File: config.mk
export PLATFORM = sky130hd
export DESIGN_NAME = mini_cpu_datapath_flat
export DESIGN_NICKNAME = d
export VERILOG_FILES = /design/src/rtl/mini_cpu_datapath_if.sv /design/src/rtl/mini_cpu_datapath.sv /design/src/flat_wrapper.sv
export SDC_FILE = /design/constraint.sdc
export NUM_CORES = 1
export LEC_CHECK = 0
export BUFFER_PORTS_ARGS = -buffer_cell sky130_fd_sc_hd__buf_2
export CAP_MARGIN = 20
export CORE_MARGIN = 2
export CORE_UTILIZATION = 30
export CTS_BUF_LIST = sky130_fd_sc_hd__clkbuf_2 sky130_fd_sc_hd__clkbuf_4 sky130_fd_sc_hd__clkbuf_8
export DETAILED_ROUTE_END_ITERATION = 6
export GPL_TIMING_DRIVEN = 0
export PLACE_DENSITY_LB_ADDON = 0.25
export SYNTH_ARGS = -nofsm -noshare
export SYNTH_HDL_FRONTEND = slang
export SYNTH_SLANG_ARGS = --single-unit
File: constraint.sdc
create_clock -name clk -period 11.9 [get_ports clk]
set_clock_uncertainty 0.2 [all_clocks]
set_input_delay 0.595 -clock clk [delete_from_list [all_inputs] [get_ports clk]]
set_output_delay 0.595 -clock clk [all_outputs]
set_load 0.01 [all_outputs]
File: src/rtl/mini_cpu_datapath_if.sv
// Bus between the CPU control sequencer (master) and the datapath (slave).
// Carries phase/opcode/operand controls in, and registered operands, result and phase-done flags out.
interface mini_cpu_datapath_if;
  logic [2:0]  state_cpu;
  logic [2:0]  opcode;
  logic [3:0]  addr1;
  logic [3:0]  addr2;
  logic [3:0]  addr3;
  logic        sinal_imm;
  logic [5:0]  imm;
  logic [15:0] v1_ram;
  logic [15:0] v2_ram;
  logic [15:0] result;
  logic        decoded;
  logic        read;
  logic        calculated;
  logic        stored;

  modport master (
    output state_cpu, opcode, addr1, addr2, addr3, sinal_imm, imm,
    input  v1_ram, v2_ram, result, decoded, read, calculated, stored
  );

  modport slave (
    input  state_cpu, opcode, addr1, addr2, addr3, sinal_imm, imm,
    output v1_ram, v2_ram, result, decoded, read, calculated, stored
  );
endinterface

File: src/rtl/mini_cpu_datapath.sv
// 16x16 register file + ALU stepped by an external CPU phase; every phase acts on its first edge (1 cycle), no backpressure.
// Optional multiplier enabled by defining DATAPATH_MUL_EN; otherwise MUL yields 0 and skips the write.
module mini_cpu_datapath (
  input  logic                  clk,
  input  logic                  rst_n,
  mini_cpu_datapath_if.slave    bus
);

  typedef enum logic [2:0] {
    ST_OFF    = 3'b000,
    ST_FETCH  = 3'b001,
    ST_DECODE = 3'b010,
    ST_READ   = 3'b011,
    ST_CALC   = 3'b100,
    ST_SHOW   = 3'b101,
    ST_STORE  = 3'b110,
    ST_RSVD   = 3'b111
  } state_t;

  typedef enum logic [2:0] {
    OP_LOAD    = 3'b000,
    OP_ADD     = 3'b001,
    OP_ADDI    = 3'b010,
    OP_SUB     = 3'b011,
    OP_SUBI    = 3'b100,
    OP_MUL     = 3'b101,
    OP_CLEAR   = 3'b110,
    OP_DISPLAY = 3'b111
  } opcode_t;

  state_t      state;
  opcode_t     op;
  logic [15:0] mem [16];
  logic [15:0] v1_q;
  logic [15:0] v2_q;
  logic [15:0] result_q;
  logic        decoded_q;
  logic        read_q;
  logic        calc_q;
  logic        stored_q;
  logic [15:0] imm_ext;
  logic [15:0] imm_val;
  logic [15:0] alu;
  logic        wr_en;

  assign state   = state_t'(bus.state_cpu);
  assign op      = opcode_t'(bus.opcode);
  assign imm_ext = {10'd0, bus.imm};
  assign imm_val = bus.sinal_imm ? (16'd0 - imm_ext) : imm_ext;

  always_comb begin
    alu = '0;
    case (op)
      OP_LOAD:    alu = imm_val;
      OP_ADD:     alu = v1_q + v2_q;
      OP_ADDI:    alu = v1_q + imm_val;
      OP_SUB:     alu = v1_q - v2_q;
      OP_SUBI:    alu = v1_q - imm_val;
`ifdef DATAPATH_MUL_EN
      OP_MUL:     alu = v1_q * v2_q;
`else
      OP_MUL:     alu = '0;
`endif
      OP_CLEAR:   alu = '0;
      OP_DISPLAY: alu = v1_q;
      default:    alu = '0;
    endcase
  end

  // Single-entry write: CLEAR and DISPLAY are handled separately, MUL only with the multiplier built.
  always_comb begin
    wr_en = 1'b0;
    case (op)
      OP_LOAD, OP_ADD, OP_ADDI, OP_SUB, OP_SUBI: wr_en = 1'b1;
`ifdef DATAPATH_MUL_EN
      OP_MUL:  wr_en = 1'b1;
`endif
      default: wr_en = 1'b0;
    endcase
  end

  // Each flag doubles as the "already executed this visit" marker, so a held state acts only once.
  always_ff @(posedge clk or negedge rst_n) begin
    if (!rst_n) begin
      for (int i = 0; i < 16; i++) mem[i] <= '0;
      v1_q      <= '0;
      v2_q      <= '0;
      result_q  <= '0;
      decoded_q <= 1'b0;
      read_q    <= 1'b0;
      calc_q    <= 1'b0;
      stored_q  <= 1'b0;
    end else begin
      decoded_q <= (state == ST_DECODE);
      read_q    <= (state == ST_READ);
      calc_q    <= (state == ST_CALC);
      stored_q  <= (state == ST_STORE);

      if (state == ST_READ && !read_q) begin
        if (op == OP_DISPLAY) begin
          v1_q <= mem[bus.addr1];
          v2_q <= '0;
        end else begin
          v1_q <= mem[bus.addr2];
          v2_q <= mem[bus.addr3];
        end
      end

      if (state == ST_CALC && !calc_q) result_q <= alu;

      if (state == ST_STORE && !stored_q) begin
        if (op == OP_CLEAR) begin
          for (int i = 0; i < 16; i++) mem[i] <= '0;
        end else if (wr_en) begin
          mem[bus.addr1] <= result_q;
        end
      end
    end
  end

  assign bus.v1_ram     = v1_q;
  assign bus.v2_ram     = v2_q;
  assign bus.result     = result_q;
  assign bus.decoded    = decoded_q;
  assign bus.read       = read_q;
  assign bus.calculated = calc_q;
  assign bus.stored     = stored_q;

endmodule

File: src/flat_wrapper.sv
// flat-port wrapper written by rule: the top's interface ports become plain ports
module mini_cpu_datapath_flat 
  (clk, rst_n, bus_state_cpu, bus_opcode, bus_addr1, bus_addr2, bus_addr3, bus_sinal_imm, bus_imm, bus_v1_ram, bus_v2_ram, bus_result, bus_decoded, bus_read, bus_calculated, bus_stored);
  mini_cpu_datapath_if bus_i ();
  input  logic clk;
  input  logic rst_n;
  input wire logic [$bits(bus_i.state_cpu)-1:0] bus_state_cpu;
  input wire logic [$bits(bus_i.opcode)-1:0] bus_opcode;
  input wire logic [$bits(bus_i.addr1)-1:0] bus_addr1;
  input wire logic [$bits(bus_i.addr2)-1:0] bus_addr2;
  input wire logic [$bits(bus_i.addr3)-1:0] bus_addr3;
  input wire logic [$bits(bus_i.sinal_imm)-1:0] bus_sinal_imm;
  input wire logic [$bits(bus_i.imm)-1:0] bus_imm;
  output wire logic [$bits(bus_i.v1_ram)-1:0] bus_v1_ram;
  output wire logic [$bits(bus_i.v2_ram)-1:0] bus_v2_ram;
  output wire logic [$bits(bus_i.result)-1:0] bus_result;
  output wire logic [$bits(bus_i.decoded)-1:0] bus_decoded;
  output wire logic [$bits(bus_i.read)-1:0] bus_read;
  output wire logic [$bits(bus_i.calculated)-1:0] bus_calculated;
  output wire logic [$bits(bus_i.stored)-1:0] bus_stored;
  assign bus_i.state_cpu = bus_state_cpu;
  assign bus_i.opcode = bus_opcode;
  assign bus_i.addr1 = bus_addr1;
  assign bus_i.addr2 = bus_addr2;
  assign bus_i.addr3 = bus_addr3;
  assign bus_i.sinal_imm = bus_sinal_imm;
  assign bus_i.imm = bus_imm;
  assign bus_v1_ram = bus_i.v1_ram;
  assign bus_v2_ram = bus_i.v2_ram;
  assign bus_result = bus_i.result;
  assign bus_decoded = bus_i.decoded;
  assign bus_read = bus_i.read;
  assign bus_calculated = bus_i.calculated;
  assign bus_stored = bus_i.stored;
  mini_cpu_datapath u_core (.clk(clk), .rst_n(rst_n), .bus(bus_i));
endmodule
==> results.md <==
* Largest net degree at the start of global routing at 118
* Crit end category: flop
* Clock tree root buffer cell: clkbuf_8
* Setup violators final at 0
* Max cap viols at 0
* EDFF count, synth at 0
* Status: completed
* Wire per inst at 25.9 µm
* Syn nets at 1733
* Post-synthesis instance total at 1686
* Synth Warn # at 0
* Critical path launch point: bus_imm[0]
* Mean Syn Cell Area at 11.3 µm²
* CTS max path bufs at 3
* Met1 usage at 28.2%
* Crit path launch type: input pin
* TritonCTS Buffers at 54
* Core area at 0.0629 mm²
* Grt ovf at 0
* Relative slew slack at 29.3%
* Cell Pwr Density at 151 mW/mm²
* RSZ-0062 raised after global routing: no
* Max-slew violations at 0
* Maximum fanout along the worst path at 9
* Rows at 92
* DIE AREA at 0.0653 mm²
* GR Util met3 at 4.03%
* Post-synthesis cell type count at 63
* Final hold violation count at 0
* Peak VDD IR at 73.3 µV
* Clock Pin Slew Worst Setup and Hold Paths at 0.07 ns
* Final wirelength at 70200 µm
* Dominant synthesized flop cell: dfrtp_1
* Pleak at 8.95 nW
* CTS tree: yes
* Commonest non-fill, non-tap cell in the layout: nand2_1
* HPWL after DPL at 54400 µm
* Layout area overhead at 14.9%
* Multi-input gate area at 0.0106 mm²
* GRT Total Usage at 21.4%
* Initial antenna violation count at 2
* Tmin final at 4.90 ns
* Pin slew with the least headroom to its limit at 1.06 ns
* Crit path required time at 12.23 ns
* F_max at 0.204 GHz
* Final sum of negative setup slack at 0 ns
* Filler cell count at 6312
* M2 GR Usage at 35.5%
* Vias at 15700
* Final core utilization at 34.7%
* Setup bufs post-CTS at 0
* Nets at 1867
* DRC errors left at 0
* H-tree depth at 2
* DR iter-0 viols at 1678
* FF-to-FF Start: u_core.bus.v2_ram[8]
* Netlist Area Pre-Place at 0.0190 mm²
* Layout cells sized above 1 at 24.0%
* FF/Latch Area at 0.00771 mm²
* Critical path type: in -> reg
* Commonest cells after routing, fill and taps aside: nand2_1, dfrtp_1, o21ai_0
* Crit path DAT at 5.23 ns
* Gr busiest metal: met2
* Register bit total from synthesis at 308
* DRT Pass-1 Iters at 7
* HP Class: in -> reg
* Port bufs at 64
* Vias per cell at 5.79
* Vias in the first global route at 15500
* Seq/Total Area, Yosys at 40.6%
* Initial Util at 30.2%
* Final GP Congestion at 0.949
* Clock latency on the worst-skew pair at 0.66 ns
* Die Ht at 256 µm
* Final period utilization at 41.2%
* Power Total at 3.29 mW
* Clk sink count at 308
* I/O pin count at 79
* FFs w/ async S/R, synth at 100%
* HP Start: bus_state_cpu[0]
* First-pass GRT wire length at 105000 µm
* DRT antenna net count at 0
* Die Wd at 256 µm
==> cells by family (layout without fill, tap and decap cells) <==
logic type | count (synthesis) | after routing | synth area share, %
multiplexers | 248 | 248 | 28.9
flip-flops | 308 | 308 | 40.6
adder cells (fa/ha/maj) | 20 | 20 | 1.36
AO/OA/AOI/OAI | 448 | 448 | 13.9
AND/OR/NAND/NOR | 454 | 454 | 10.2
XOR/XNOR | 29 | 29 | 1.34
buffers and inverters | 179 | 358 | 3.69
other | 0 | 1 | 0
==> sequential cells by signal (all words and copies together), names as in the netlist <==
| name | cells |
|---|---|
| u_core.mem | 256 |
| u_core.bus.result | 16 |
| u_core.bus.v1_ram | 16 |
| u_core.bus.v2_ram | 16 |
| u_core.bus.calculated | 1 |
| u_core.bus.decoded | 1 |
| u_core.bus.read | 1 |
| u_core.bus.stored | 1 |
==> metrics by stage <==
stage	area [µm²]	setup WS, ns	hold WS, ns	instances
after detailed placement	20500	6.34	0.308	2600
after floorplan	19000	7.26	0.0994	1686
final	21800	7.00	0.146	2712
after CTS	21700	7.04	0.0831	2705
after global routing	21800	6.53	0.158	2712
after global placement	20400	4.27	0.292	2596
==> Yosys cell counts, drive strengths merged (4+ instances only) <==
cell type / number / area, µm²
o21ai: 301 / 1510
a211o: 5 / 43.8
nor2: 38 / 143
o221ai: 6 / 52.6
o21a: 5 / 37.5
a22o: 16 / 141
o31ai: 6 / 55.1
buf: 32 / 139
o211ai: 11 / 82.6
nand3: 19 / 95.1
xnor2: 16 / 140
nor3: 14 / 70.1
or4: 4 / 37.5
a211oi: 7 / 52.6
xor2: 13 / 114
clkbuf: 113 / 434
o22ai: 5 / 31.3
nand2b: 6 / 37.5
o31a: 5 / 43.8
or3: 7 / 51.3
ha: 19 / 238
a221o: 17 / 170
o21bai: 4 / 30.0
nor2b: 9 / 56.3
o311ai: 5 / 43.8
mux2i: 6 / 60.1
or2: 5 / 31.3
a21oi: 36 / 184
and3: 19 / 119
nand2: 318 / 1190
inv: 34 / 128
dfrtp: 308 / 7710
mux4: 240 / 5410
==> where the power goes <==
group          internal (mW)  switching [mW]  total [mW]
Combinational          0.388           0.457       0.846
Sequential              1.18           0.168        1.34
Clock                  0.622           0.476        1.10
Total                   2.19            1.10        3.29
==> what timing repair did <==
action | 4_1_cts | 5_1_grt
gates resized for setup | 0 | 0
hold buffers | 4 | 0
hold endpoints to repair | 84 | 0
==> routing by layer <==
layer,routed length [µm],vias to the layer above
met5,13,-
met4,2090,2
met3,6080,130
met2,34000,870
met1,28000,8011
li1,-,6686
==> critical path, stage by stage <==
cell and delay [ns]:
clkbuf_1 0.19, inv_1 0.18, ha_1 0.25, or3b_2 0.45, clkbuf_1 0.18, o31ai_2 0.69, and2b_2 0.32, a21oi_1 0.11
a21oi_1 0.14, o221ai_1 0.20, ha_1 0.33, clkbuf_1 0.30, nand3_1 0.16, a21oi_1 0.24, a211oi_1 0.14, o31a_1 0.39
nor4_1 0.27, nor3b_1 0.08
==> path summary, 6_finish.rpt <==
kind / end / slack (ns) / cells after the start
max in group asynchronous: u_core.mem[80] / 9.59 / 4
worst max register to register: u_core.bus.result[14] / 7.52 / 13
worst max-delay path: u_core.bus.result[15] / 7.00 / 18
min in group asynchronous: u_core.mem[218] / 0.35 / 2
worst min-delay path: u_core.bus.stored / 0.15 / 3
worst min register to register: u_core.mem[30] / 0.32 / 2
==> cell type report <==
class	count	area share, %
Sequential cell	308	35.3
Tap cell	846	4.85
Inverter	34	0.585
Antenna cell	1	0.0115
Buffer	145	2.63
Timing Repair Buffer	78	2.51
Clock inverter	16	0.619
Multi-Input combinational cell	1199	48.5
Clock buffer	85	4.96
(Power assumes the default switching activity.)
